File: src/rtl/dmem_arbiter_if.sv
// Bus bundle between the two requesters, the data memory and dmem_arbiter.
// Handshake: a requester raises x_req with x_wnr/x_address/x_in stable and holds it until
// the one-cycle x_ack pulse; x_out is valid with the ack on reads and holds afterwards.
interface dmem_arbiter_if #(
  parameter int WIDTH  = 32,
  parameter int ADDR_W = 8
);
  logic              a_req;
  logic              a_wnr;
  logic [ADDR_W-1:0] a_address;
  logic [WIDTH-1:0]  a_in;
  logic              a_ack;
  logic [WIDTH-1:0]  a_out;

  logic              b_req;
  logic              b_wnr;
  logic [ADDR_W-1:0] b_address;
  logic [WIDTH-1:0]  b_in;
  logic              b_ack;
  logic [WIDTH-1:0]  b_out;

  logic              mem_wnr;
  logic [ADDR_W-1:0] mem_address;
  logic [WIDTH-1:0]  mem_in;
  logic [WIDTH-1:0]  mem_out;

  logic              busy;
  logic              owner;

  modport master (
    output a_req, a_wnr, a_address, a_in,
    output b_req, b_wnr, b_address, b_in,
    output mem_out,
    input  a_ack, a_out, b_ack, b_out,
    input  mem_wnr, mem_address, mem_in, busy, owner
  );

  modport slave (
    input  a_req, a_wnr, a_address, a_in,
    input  b_req, b_wnr, b_address, b_in,
    input  mem_out,
    output a_ack, a_out, b_ack, b_out,
    output mem_wnr, mem_address, mem_in, busy, owner
  );
endinterface

File: src/rtl/dmem_arbiter.sv
// Two-port arbiter/sequencer for the combinationally-written data memory (setup/strobe/resp).
// Define DMEM_ARB_RR_EN for round-robin tie-breaking; otherwise port A has fixed priority.
module dmem_arbiter #(
  parameter int WIDTH  = 32,
  parameter int ADDR_W = 8
) (
  input  logic              clk,
  input  logic              rst,
  dmem_arbiter_if.slave     bus,
  output logic [1:0]        state_o
);

  typedef enum logic [1:0] {
    IDLE   = 2'd0,
    SETUP  = 2'd1,
    STROBE = 2'd2,
    RESP   = 2'd3
  } state_t;

  state_t            state_q;
  logic              wnr_q;
  logic              mem_wnr_q;
  logic [ADDR_W-1:0] mem_address_q;
  logic [WIDTH-1:0]  mem_in_q;
  logic              a_ack_q;
  logic              b_ack_q;
  logic [WIDTH-1:0]  a_out_q;
  logic [WIDTH-1:0]  b_out_q;
  logic              busy_q;
  logic              owner_q;
  logic              grant_b;

`ifdef DMEM_ARB_RR_EN
  // last_grant_q: 1 = port B won most recently, so A takes the next tie.
  logic last_grant_q;
  always_comb grant_b = bus.b_req && (!bus.a_req || !last_grant_q);
`else
  always_comb grant_b = bus.b_req && !bus.a_req;
`endif

  always_ff @(posedge clk or posedge rst) begin
    if (rst) begin
      state_q       <= IDLE;
      wnr_q         <= 1'b0;
      mem_wnr_q     <= 1'b0;
      mem_address_q <= '0;
      mem_in_q      <= '0;
      a_ack_q       <= 1'b0;
      b_ack_q       <= 1'b0;
      a_out_q       <= '0;
      b_out_q       <= '0;
      busy_q        <= 1'b0;
      owner_q       <= 1'b0;
`ifdef DMEM_ARB_RR_EN
      last_grant_q  <= 1'b1;
`endif
    end else begin
      case (state_q)
        IDLE: begin
          if (bus.a_req || bus.b_req) begin
            owner_q       <= grant_b;
            wnr_q         <= grant_b ? bus.b_wnr     : bus.a_wnr;
            mem_address_q <= grant_b ? bus.b_address : bus.a_address;
            mem_in_q      <= grant_b ? bus.b_in      : bus.a_in;
            busy_q        <= 1'b1;
            state_q       <= SETUP;
`ifdef DMEM_ARB_RR_EN
            last_grant_q  <= grant_b;
`endif
          end
        end
        SETUP: begin
          // Address/data have been on the memory pins for a full cycle before WNR rises.
          mem_wnr_q <= wnr_q;
          state_q   <= STROBE;
        end
        STROBE: begin
          mem_wnr_q <= 1'b0;
          if (!wnr_q) begin
            if (owner_q) b_out_q <= bus.mem_out;
            else         a_out_q <= bus.mem_out;
          end
          if (owner_q) b_ack_q <= 1'b1;
          else         a_ack_q <= 1'b1;
          state_q <= RESP;
        end
        RESP: begin
          a_ack_q <= 1'b0;
          b_ack_q <= 1'b0;
          busy_q  <= 1'b0;
          state_q <= IDLE;
        end
        default: state_q <= IDLE;
      endcase
    end
  end

  assign bus.mem_wnr     = mem_wnr_q;
  assign bus.mem_address = mem_address_q;
  assign bus.mem_in      = mem_in_q;
  assign bus.a_ack       = a_ack_q;
  assign bus.b_ack       = b_ack_q;
  assign bus.a_out       = a_out_q;
  assign bus.b_out       = b_out_q;
  assign bus.busy        = busy_q;
  assign bus.owner       = owner_q;
  assign state_o         = state_q;

endmodule

File: src/flat_wrapper.sv
// flat-port wrapper written by rule: the top's interface ports become plain ports
module dmem_arbiter_flat 
#(
  parameter int WIDTH  = 32,
  parameter int ADDR_W = 8
)
  (clk, rst, state_o, bus_a_req, bus_a_wnr, bus_a_address, bus_a_in, bus_b_req, bus_b_wnr, bus_b_address, bus_b_in, bus_mem_out, bus_a_ack, bus_a_out, bus_b_ack, bus_b_out, bus_mem_wnr, bus_mem_address, bus_mem_in, bus_busy, bus_owner);
  dmem_arbiter_if #(.WIDTH(WIDTH), .ADDR_W(ADDR_W)) bus_i ();
  input  logic clk;
  input  logic rst;
  output logic [1:0] state_o;
  input wire logic [$bits(bus_i.a_req)-1:0] bus_a_req;
  input wire logic [$bits(bus_i.a_wnr)-1:0] bus_a_wnr;
  input wire logic [$bits(bus_i.a_address)-1:0] bus_a_address;
  input wire logic [$bits(bus_i.a_in)-1:0] bus_a_in;
  input wire logic [$bits(bus_i.b_req)-1:0] bus_b_req;
  input wire logic [$bits(bus_i.b_wnr)-1:0] bus_b_wnr;
  input wire logic [$bits(bus_i.b_address)-1:0] bus_b_address;
  input wire logic [$bits(bus_i.b_in)-1:0] bus_b_in;
  input wire logic [$bits(bus_i.mem_out)-1:0] bus_mem_out;
  output wire logic [$bits(bus_i.a_ack)-1:0] bus_a_ack;
  output wire logic [$bits(bus_i.a_out)-1:0] bus_a_out;
  output wire logic [$bits(bus_i.b_ack)-1:0] bus_b_ack;
  output wire logic [$bits(bus_i.b_out)-1:0] bus_b_out;
  output wire logic [$bits(bus_i.mem_wnr)-1:0] bus_mem_wnr;
  output wire logic [$bits(bus_i.mem_address)-1:0] bus_mem_address;
  output wire logic [$bits(bus_i.mem_in)-1:0] bus_mem_in;
  output wire logic [$bits(bus_i.busy)-1:0] bus_busy;
  output wire logic [$bits(bus_i.owner)-1:0] bus_owner;
  assign bus_i.a_req = bus_a_req;
  assign bus_i.a_wnr = bus_a_wnr;
  assign bus_i.a_address = bus_a_address;
  assign bus_i.a_in = bus_a_in;
  assign bus_i.b_req = bus_b_req;
  assign bus_i.b_wnr = bus_b_wnr;
  assign bus_i.b_address = bus_b_address;
  assign bus_i.b_in = bus_b_in;
  assign bus_i.mem_out = bus_mem_out;
  assign bus_a_ack = bus_i.a_ack;
  assign bus_a_out = bus_i.a_out;
  assign bus_b_ack = bus_i.b_ack;
  assign bus_b_out = bus_i.b_out;
  assign bus_mem_wnr = bus_i.mem_wnr;
  assign bus_mem_address = bus_i.mem_address;
  assign bus_mem_in = bus_i.mem_in;
  assign bus_busy = bus_i.busy;
  assign bus_owner = bus_i.owner;
  dmem_arbiter #(.WIDTH(WIDTH), .ADDR_W(ADDR_W)) u_core (.clk(clk), .rst(rst), .bus(bus_i), .state_o(state_o));
endmodule
File: config.mk
export PLATFORM = sky130hd
export DESIGN_NAME = dmem_arbiter_flat
export DESIGN_NICKNAME = d
export VERILOG_FILES = /design/src/rtl/dmem_arbiter_if.sv /design/src/rtl/dmem_arbiter.sv /design/src/flat_wrapper.sv
export SDC_FILE = /design/constraint.sdc
export NUM_CORES = 1
export LEC_CHECK = 0
export CORE_ASPECT_RATIO = 1.4
export CORE_MARGIN = 5
export CORE_UTILIZATION = 37
export DETAILED_ROUTE_END_ITERATION = 16
export HOLD_SLACK_MARGIN = 0.02
export PLACE_DENSITY = 0.75
export SYNTH_ARGS = -nofsm -noshare
export SYNTH_HDL_FRONTEND = slang
export SYNTH_SLANG_ARGS = --single-unit
export TNS_END_PERCENT = 20
File: constraint.sdc
create_clock -name clk -period 9.1 [get_ports clk]
set_input_delay 2.73 -clock clk [delete_from_list [all_inputs] [get_ports clk]]
set_output_delay 2.73 -clock clk [all_outputs]
set_load 0.01 [all_outputs]
* Word level (Yosys, flattened, before mapping)
Cells that the tools add are included.
** Storage, ports and cells
- Register bits :: 112
- Input port bits :: 118
- Output and inout port bits :: 111
- Logic and storage cells :: 44
** Cells by class
- Equal/unequal tests :: 6
- Mux-type cells :: 12
- Bitwise operators :: 2
- Reduce and logical (&&, ||, !) cells :: 13
** Operators by type and width (number)
- 32-bit 2-to-1 mux :: 1
- 8-bit 2-to-1 mux :: 1
- 1-bit one-hot mux with 2 select lines :: 4
- 2-bit one-hot mux with 4 select lines :: 1
- 2-bit AND reduction :: 4
- 3-bit AND reduction :: 2
- 2-bit nonzero test :: 3
- 2-bit equality test, second input constant :: 2
- 1-bit 2-to-1 mux :: 4
- 2-bit by 1-bit inequality test with 1-bit output, second input constant :: 2
- 2-bit by 1-bit equality test with 1-bit output, second input constant :: 1
- 2-bit zero test :: 1
- 2-bit 2-to-1 mux :: 1
- 2-bit inequality test, second input constant :: 1
- 1-bit inverter :: 2
- 1-bit logical AND :: 1
- 1-bit zero test :: 1
- 1-bit logical OR :: 1

* Logic depth before layout (Yosys ltp)
Gate-level depths: netlist of run 1.
- Word-level depth :: 3
- Gate-level depth with buffers :: 8
- Mapped depth without buffers :: 5

* Worst setup path after synthesis of run 1
OpenSTA, ideal clock, no wires.
- Path type :: input to register
- Start point :: input bus_a_req
- End point :: register u_core.mem_in_q[5], in the netlist u_core.bus.mem_in[5]
- Library setup time :: 137 ps
- Data arrival time :: 3317 ps
- Required time :: 8963 ps
- Path slack :: 5646 ps
- Cell stages on the path :: 5
- Buffers on the path :: 2
- Cell sequence :: nand2b_1 clkbuf_1 buf_2 o22ai_1 a21oi_1
** Between the ends
- Word-level cells in the longest chain between the ends :: 3
- Elaborated cells between the ends (all ways) :: 5
- Classes of those cells :: 1 x mux; 4 x reduce/logical
** Ends and longest elaborated chain
- start, declared :: line flat_wrapper.sv:12 : input wire logic [$bits(bus_i.a_req)-1:0] bus_a_req;
- 1-bit zero test :: line dmem_arbiter.sv:38 : always_comb grant_b = bus.b_req && !bus.a_req;
- 1-bit logical AND :: line dmem_arbiter.sv:38
- 32-bit 2-to-1 mux :: line dmem_arbiter.sv:64 : mem_in_q <= grant_b ? bus.b_in : bus.a_in;
- end signal, assigned :: line dmem_arbiter.sv:64
- end, declared :: line dmem_arbiter.sv:24 : logic [WIDTH-1:0] mem_in_q;
Several ways; a longest one is shown, not always the timed one.
A chain may end at the register's enable or synchronous reset.

* Final worst setup path of run 1
- Start point :: input bus_a_req
- End point :: register u_core.mem_in_q[23], in the netlist u_core.bus.mem_in[23]
Same word-level chain as after synthesis.

==> results of run 1 <==
==> state kept, by name, summed over array words and instances (netlist names) <==
name                    cells
u_core.bus.mem_address      8
u_core.bus.a_out           32
u_core.bus.b_ack            1
u_core.bus.owner            1
u_core.wnr_q                1
u_core.bus.mem_in          32
u_core.bus.mem_wnr          1
u_core.bus.a_ack            1
u_core.state_o              2
u_core.bus.b_out           32
u_core.bus.busy             1
==> path summary, 6_finish.rpt <==
path	endpoint	slack (ns)	cells after the start
worst max-delay path	u_core.bus.mem_in[23]$_DFFE_PP0P_	4.79	4
min in group asynchronous	u_core.bus.mem_in[20]$_DFFE_PP0P_	2.81	2
max in group asynchronous	u_core.bus.a_out[21]$_DFFE_PP0P_	5.04	3
worst min-delay path	u_core.bus.b_out[15]$_DFFE_PP0P_	0.51	1
worst min register to register	u_core.bus.b_out[15]$_DFFE_PP0P_	0.51	1
worst max register to register	u_core.bus.a_out[30]$_DFFE_PP0P_	6.91	6
==> area by class of cell <==
type                    count  area [sq um]
clock buffers              11           243
clock inverters             4          30.0
fillers                  1008          5060
inverters                   5          21.3
multi-input cells         214          1640
flip-flops and latches    112          2800
well taps                 150           188
repair buffers            234          2330
==> synth_stat cells (3+ instances only) <==
library cell    n
dfrtp_1       112
nor2_1         45
a21oi_1        44
o22ai_1        41
mux2_2         35
mux2_4         30
buf_2          12
clkbuf_1        9
inv_1           5
ha_1            4
o21ai_0         4
buf_12          3
==> worst reg2reg max path: stages (launching register included) <==
cell,delay (ns)
dfrtp_1,0.40
inv_1,0.13
ha_1,0.28
nor2b_4,0.20
nor2b_4,0.14
buf_4,0.51
mux2_2,0.42
==> logic make-up (layout without fill, tap and decap cells) <==
family                     after synthesis  after routing  share of synthesized area
AOI/OAI and AO/OA                       90             90                      0.109
adders and majority gates                4              4                     0.0108
buffers and inverters                   31            254                     0.0405
DFF                                    112            112                      0.605
muxes                                   66             66                      0.184
and+or+nand+nor                         54             54                     0.0508
==> per-layer routing <==
| metal | vias up | global-route usage |
|---|---|---|
| li1 | 1701 | - |
| met1 | 1801 | 0.203 |
| met2 | 152 | 0.290 |
| met3 | 40 | 0.0540 |
| met4 | 0 | 0.0889 |
| met5 | - | 0 |
==> through the flow <==
step | power (mW) | setup slack [ns]
after global routing | 2.62 | 4.56
after floorplan | 1.45 | 3.41
after CTS | 2.50 | 4.79
after detailed placement | 2.12 | 4.41
after global placement | 2.08 | 4.52
final | 2.46 | 4.79
==> power by group <==
group	internal (mW)	total [mW]	leakage, nW	switching, mW
clock network	0.193	0.367	0.132	0.174
logic	0.722	1.20	1.57	0.482
registers	0.751	0.893	1.28	0.142
==> metrics, run 1 <==
I/O Pins 229; DRT Wirelength 13100 um; first-pass GRT wire length 20900 um; Final nets 698; Final Setup Violations 0; Mapped Area 4630 sq um; RePlAce Congestion 0.755; slew margin rel. 0.155; DRT iter0 DRCs 132; CTS Hold Bufs 0; Mapped Cells 357; initial antenna violation count 0; PortBufs 228; P&R area growth vs syn 56.6%; CTS tree done; synth top area cells dfrtp_1 60%, mux2_4 9.7%, mux2_2 8.5%; pin count of the biggest net entering global routing 68; crit path capture type flop; async set-reset flop share out of synthesis 1.00; CP max stage delay 0.95 ns; row count 48; Worst-path clk slew 0.07 ns; Setup CP Type input pin to flop; Synth area leader dfrtp_1; final hold vios 0; unrepaired setup endpoints after global routing false; f_max 0.232 GHz; Cell variety after synth 21; min Tclk post-route 4.31 ns; GRT overflow 0; die area 14900 sq um; worst hold start u_core.bus.b_out[15]$_DFFE_PP0P_; Syn Area/Cell 13.0 sq um; DP HPWL 9850 um; Routed wire per std cell 18.0 um; Top FF cell, synth dfrtp_1; post-DR vias/cell 5.06; Clock Tree Root clkbuf_16; dpl cells 715; clock buffer count from CTS 9; Synth Net Count 479; GRT Overall Usage 0.174; worst hold path class flop to flop; WL met3 905 um; crit-path cells clkdlybuf4s50_1 -> inv_1 -> o22ai_1 -> a21oi_1; Resize count post-CTS 0; Detail Route Antenna Nets 0; most frequent cells in the layout 228 x clkdlybuf4s50_1, 112 x dfrtp_1, 45 x nor2_1, 44 x a21oi_1, 41 x o22ai_1; final number of max-transition violations 0; Fin Hold WS 0.506 ns; Worst Path Required 9.37 ns; vias in the first global route 4005; postcts setup bufs 0; most common cell after layout, fill and taps aside clkdlybuf4s50_1; pwr/cell area 340 nW/um^2; CP Launch Type input pin; initial core utilization 0.376; Seq/Total Area, Yosys 0.605; crit-path max FO 41; non-filler cells, final 730; synthesis warning total 0; worst path buffer plus inverter count 2; die height 142 um; peak supply drop 0.000201 V; worst-skew pair later-pin latency 0.34 ns; crit path max-delay cell type inv_1; ant diodes 0; area fraction of the dominant cell type after synthesis 0.605; router iterations before antenna repair 4; Pleak 2.98 nW; die extent in x 105 um; status finished, final reports clean; EDFF count, synth 0; total negative slack 0 ns; Data arrival, critical path 4.58 ns; Max Clock Skew 0.00811 ns; M1 WL 5020 um; delay-heaviest family, CP buffers and inverters; htree depth 3; RR Startpoint u_core.state_o[0]$_DFFE_PP0P_; DRC 0; Design Area, Final 7260 sq um; layout cell share with drive strength beyond 1 0.152; clock sink count 112; post-placement cell area 6980 sq um; clock buffer depth 2; MaxCap Viol Count 0; Yosys reg bits 112; Core Area 12300 sq um; Slew @ Worst Pin 1.27 ns; CP startpoint bus_a_req; post-layout util 0.589; final worst path period share 0.474; top sig layer met4; DR WL met2 6710 um; vias 3694
(Power assumes the default switching activity.)
==> run 2, diff against run 1 <==
clock period = 4.25 ns   (was 9.1 ns; I/O delays follow)
==> run 2 against run 1 <==
Non-clock buffer count rose by 1. Sequential cell count did not move. Power rose by 120%. Largest cell class unchanged.
==> metrics, run 2 (synthesized netlist as in run 1, its figures left out) <==
DRT iter0 DRCs 68 (was 132); RR Startpoint u_core.state_o[0]$_DFFE_PP0P_ (unchanged); CP max stage delay 0.65 ns (was 0.95 ns); pin count of the biggest net entering global routing 60 (was 68); CTS tree done (unchanged); first-pass GRT wire length 20600 um (was 20900 um); worst hold path class flop to flop (unchanged); Fin Hold WS 0.507 ns (was 0.506 ns); Worst Path Required 4.51 ns (was 9.37 ns); final number of max-transition violations 0 (unchanged); min Tclk post-route 2.75 ns; router iterations before antenna repair 4 (unchanged); top sig layer met4 (unchanged); layout cell share with drive strength beyond 1 0.155 (was 0.152); clock sink count 112 (unchanged); clock buffer count from CTS 9 (unchanged); status finished, final reports clean (unchanged); post-layout util 0.595 (was 0.589); Detail Route Antenna Nets 0 (unchanged); post-placement cell area 7000 sq um (was 6980 sq um); Design Area, Final 7330 sq um (was 7260 sq um); die height 142 um (unchanged); initial antenna violation count 0 (unchanged); P&R area growth vs syn 58.1% (was 56.6%); Slew @ Worst Pin 0.866 ns (was 1.27 ns); RePlAce Congestion 0.746 (was 0.755); peak supply drop 0.000438 V (was 0.000201 V); clock buffer depth 2 (unchanged); Final Setup Violations 0 (unchanged); CP startpoint bus_a_req (unchanged); Routed wire per std cell 17.9 um (was 18.0 um); Clock Tree Root clkbuf_16 (unchanged); CTS Hold Bufs 0 (unchanged); I/O Pins 229 (unchanged); crit-path cells clkdlybuf4s50_1 -> inv_1 -> buf_4 -> o22ai_1 -> a21oi_1 (was clkdlybuf4s50_1 -> inv_1 -> o22ai_1 -> a21oi_1); most common cell after layout, fill and taps aside clkdlybuf4s50_1 (unchanged); worst hold start u_core.bus.a_out[8]$_DFFE_PP0P_ (was u_core.bus.b_out[15]$_DFFE_PP0P_); DP HPWL 10100 um (was 9850 um); crit path capture type flop (unchanged); postcts setup bufs 0 (unchanged); GRT Overall Usage 0.170 (was 0.174); DRC 0 (unchanged); Final nets 699 (was 698); post-DR vias/cell 5.00 (was 5.06); GRT overflow 0 (unchanged); die area 14900 sq um (unchanged); slew margin rel. 0.421 (was 0.155); most frequent cells in the layout 228 x clkdlybuf4s50_1, 112 x dfrtp_1, 45 x nor2_1, 44 x a21oi_1, 41 x o22ai_1 (unchanged); DRT Wirelength 13100 um (about the same); M1 WL 4940 um (was 5020 um); Pleak 3.01 nW (was 2.98 nW); Worst-path clk slew 0.07 ns (about the same); vias in the first global route 3998 (was 4005); htree depth 3 (unchanged); worst-skew pair later-pin latency 0.33 ns (was 0.34 ns); f_max 0.364 GHz; ant diodes 0 (unchanged); Core Area 12300 sq um (unchanged); Resize count post-CTS 0 (unchanged); PortBufs 228 (unchanged); crit path max-delay cell type inv_1 (unchanged); WL met3 931 um (was 905 um); row count 48 (unchanged); final hold vios 0 (unchanged); die extent in x 105 um (unchanged); crit-path max FO 29 (was 41); Setup CP Type input pin to flop (unchanged); final worst path period share 0.646; unrepaired setup endpoints after global routing false (unchanged); initial core utilization 0.376 (unchanged); DR WL met2 6860 um (was 6710 um); MaxCap Viol Count 0 (unchanged); total negative slack 0 ns (unchanged); pwr/cell area 738 nW/um^2 (was 340 nW/um^2); Max Clock Skew 0.00859 ns (was 0.00811 ns); CP Launch Type input pin (unchanged); vias 3660 (was 3694); Data arrival, critical path 3.01 ns (was 4.58 ns)
[run 2: final timing paths]
| path | endpoint | slack (ns) | cells past startpoint |
|---|---|---|---|
| max | u_core.bus.mem_address[6]$_DFFE_PP0P_ | 1.50 | 5 |
| min | u_core.bus.a_out[8]$_DFFE_PP0P_ | 0.51 | 1 |
| max reg2reg | u_core.bus.b_out[27]$_DFFE_PP0P_ | 1.94 | 5 |
| min reg2reg | u_core.bus.a_out[8]$_DFFE_PP0P_ | 0.51 | 1 |
| max in group asynchronous | u_core.bus.b_out[0]$_DFFE_PP0P_ | 2.09 | 3 |
| min in group asynchronous | u_core.bus.a_out[15]$_DFFE_PP0P_ | 1.39 | 2 |
[run 2: cell type report]
cell class                      instances  area [sq um]
Fill cell                            1016          4990
Sequential cell                       112          2800
Timing Repair Buffer                  235          2350
Multi-Input combinational cell        214          1640
Clock buffer                           11           243
Tap cell                              150           188
Clock inverter                          5          80.1
Inverter                                5          21.3
[run 2: metrics by stage]
step / worst slack, ns / power [mW] / std cells
final: 1.50 / 5.41 / 732
after global routing: 1.33 / 5.72 / 732
after CTS: 1.53 / 5.48 / 732
after detailed placement: 1.16 / 4.56 / 716
after global placement: 1.24 / 4.47 / 716
after floorplan: 0.0160 / 3.11 / 357
[run 2: critical path, delay by kind of cell]
family / cells / cell delay [ns]
buffers and inverters: 3 / 1.46
AOI/OAI and AO/OA: 2 / 0.27
[run 2: per-layer routing]
| layer | global-route usage | vias up |
|---|---|---|
| met1 | 0.192 | 1781 |
| met3 | 0.0531 | 25 |
| met2 | 0.294 | 153 |
| li1 | - | 1701 |
| met4 | 0.0747 | 0 |
| met5 | 0 | - |
[run 2: power by group]
| part | switching (mW) | internal, mW | leakage, nW |
|---|---|---|---|
| Sequential | 0.310 | 1.61 | 1.28 |
| Clock | 0.367 | 0.532 | 0.152 |
| Combinational | 1.04 | 1.55 | 1.58 |
| Total | 1.72 | 3.69 | 3.01 |
==> run 3, diff against run 2 <==
PLACE_DENSITY = 0.78   (was 0.75)
clock period = 2.4 ns   (was 4.25 ns; I/O delays follow)
==> run 3 against run 2 <==
Clock power up 57%. Sequential power up 77%. Sequential cell count unchanged. Non-clock buffer count up 3. First-iteration DRC count up 16%. Routed wire length down 1.5%. Final area up 0.44%. Core utilization up 0.26 points. Power up 74%.
==> metrics, run 3 (synthesized netlist as in run 1, its figures left out) <==
unrepaired setup endpoints after global routing false (unchanged); Pleak 3.02 nW (was 3.01 nW); CP Launch Type flop (was input pin); Reg2Reg Setup Slack 0.46 ns (was 1.94 ns); DP HPWL 9800 um (was 10100 um); htree depth 3 (unchanged); Max Clock Skew 0.00741 ns (was 0.00859 ns); worst hold start u_core.bus.b_out[31]$_DFFE_PP0P_ (was u_core.bus.a_out[8]$_DFFE_PP0P_); crit path max-delay cell type clkdlybuf4s50_1 (was inv_1); clock buffer depth 2 (unchanged); initial antenna violation count 0 (unchanged); GRT Overall Usage 0.172 (was 0.170); Setup CP Type flop to output port (was input pin to flop); worst-skew pair later-pin latency 0.34 ns (was 0.33 ns); Hold EP u_core.bus.b_out[31]$_DFFE_PP0P_ (was u_core.bus.a_out[8]$_DFFE_PP0P_); final number of max-transition violations 0 (unchanged); CTS tree done (unchanged); DRT Wirelength 12900 um (was 13100 um); peak supply drop 0.000536 V (was 0.000438 V); pin count of the biggest net entering global routing 65 (was 60); Tot Pwr 9.40 mW (was 5.41 mW); GRT overflow 0 (unchanged); CP max stage delay 0.60 ns (was 0.65 ns); clock share of power 0.150 (was 0.166); I/O Pins 229 (unchanged); most common cell after layout, fill and taps aside clkdlybuf4s50_1 (unchanged); Final nets 702 (was 699); fraction of power consumed by sequential logic 0.361 (was 0.355); router iterations before antenna repair 4 (unchanged); DRC 0 (unchanged); Final Setup Violations 0 (unchanged); Comb power frac 0.489 (was 0.479); first-pass GRT wire length 20700 um (was 20600 um); crit path capture type output port (was flop); layout cell share with drive strength beyond 1 0.159 (was 0.155); f_max 0.469 GHz; Slew @ Worst Pin 0.437 ns (was 0.866 ns); DRT iter0 DRCs 79 (was 68); PortBufs 228 (unchanged); clock buffer count from CTS 9 (unchanged); die extent in x 105 um (unchanged); delay-heaviest family, CP buffers and inverters (unchanged); # fillers 983 (was 1016); ant diodes 0 (unchanged); vias 3696 (was 3660); Internal 6.36 mW (was 3.69 mW); die height 142 um (unchanged); RR Startpoint u_core.state_o[0]$_DFFE_PP0P_ (unchanged); min Tclk post-route 2.13 ns; Resize count post-CTS 0 (unchanged); Worst R2R Path Depth 6 (was 5); status finished, final reports clean (unchanged); Register Area 2800 sq um (unchanged); Data arrival, critical path 1.41 ns (was 3.01 ns); hold path depth 1 (unchanged); P&R area growth vs syn 58.8% (was 58.1%); most frequent cells in the layout 228 x clkdlybuf4s50_1, 112 x dfrtp_1, 45 x nor2_1, 44 x a21oi_1, 41 x o22ai_1 (unchanged); Worst-path clk slew 0.08 ns (was 0.07 ns); final worst path period share 0.889; Detail Route Antenna Nets 0 (unchanged); vias in the first global route 4018 (was 3998); clock sink count 112 (unchanged); slew margin rel. 0.709 (was 0.421); initial core utilization 0.376 (unchanged); crit-path max FO 6 (was 29); crit-path cells clkdlybuf4s50_1 (was clkdlybuf4s50_1 -> inv_1 -> buf_4 -> o22ai_1 -> a21oi_1); final hold vios 0 (unchanged); postcts setup bufs 0 (unchanged); row count 48 (unchanged); non-filler cells, final 735 (was 732); Worst Path Required 1.68 ns (was 4.51 ns); dpl cells 719 (was 716); CTS Hold Bufs 0 (unchanged); MaxCap Viol Count 0 (unchanged); pre-CTS setup slack 0.355 ns (was 1.16 ns); worst hold path class flop to flop (unchanged); post-route setup slack 0.268 ns (was 1.50 ns); Routed wire per std cell 17.6 um (was 17.9 um); capturing point of the worst reg2reg path u_core.bus.a_out[30]$_DFFE_PP0P_ (was u_core.bus.b_out[27]$_DFFE_PP0P_); Clock Tree Root clkbuf_16 (unchanged); Switching Power 3.05 mW (was 1.72 mW); post-DR vias/cell 5.03 (was 5.00); Core Area 12300 sq um (unchanged); post-layout util 0.598 (was 0.595); worst path buffer plus inverter count 1 (was 3); pwr/cell area 1280 nW/um^2 (was 738 nW/um^2); RePlAce Congestion 0.779 (was 0.746); Net Sw Frac 0.324 (was 0.318); multi-input logic area 1640 sq um (unchanged); total negative slack 0 ns (unchanged); die area 14900 sq um (unchanged)
==> run 3: layout make-up <==
cell class / instances / area share
Tap cell: 150 / 0.0255
Multi-Input combinational cell: 214 / 0.223
Sequential cell: 112 / 0.381
Clock buffer: 10 / 0.0311
Inverter: 5 / 0.00306
Clock inverter: 6 / 0.00714
Timing Repair Buffer: 238 / 0.329
==> run 3: worst max path at each step <==
| stage | slack (ns) | start | endpoint | cells past startpoint |
|---|---|---|---|---|
| global placement | 0.43 | bus_a_req | u_core.bus.mem_in[18]$_DFFE_PP0P_ | 5 |
| detailed placement | 0.36 | bus_a_req | u_core.bus.mem_in[16]$_DFFE_PP0P_ | 5 |
| global route | 0.19 | u_core.bus.owner$_DFFE_PP0P_ | bus_owner | 1 |
| CTS | 0.24 | u_core.bus.owner$_DFFE_PP0P_ | bus_owner | 1 |
| floorplan | 0.32 | rst | u_core.bus.a_ack$_DFFE_PP0P_ | 1 |
| finish | 0.27 | u_core.bus.owner$_DFFE_PP0P_ | bus_owner | 1 |
==> run 3: metrics by stage <==
stage / area, sq um / hold slack, ns
2_1_floorplan: 4640 / 0.528
3_3_place_gp: 7080 / 0.489
3_5_place_dp: 7080 / 0.491
6_report: 7360 / 0.509
4_1_cts: 7360 / 0.511
5_1_grt: 7360 / 0.523
==> run 3: power groups by stage <==
stage               sequential [mW]  clock [mW]  combinational (mW)
floorplan                      3.82           0                1.69
global placement               3.39           0                4.56
detailed placement             3.44           0                4.65
CTS                            3.41        1.47                4.68
global route                   3.53        1.54                4.94
finish                         3.40        1.41                4.60
==> run 3: per-layer routing <==
| metal | GRT usage | up-vias | routed length, um |
|---|---|---|---|
| li1 | - | 1725 | - |
| met1 | 0.190 | 1797 | 4800 |
| met2 | 0.308 | 154 | 6870 |
| met3 | 0.0608 | 20 | 1050 |
| met4 | 0.0552 | 0 | 206 |
| met5 | 0 | - | 0 |
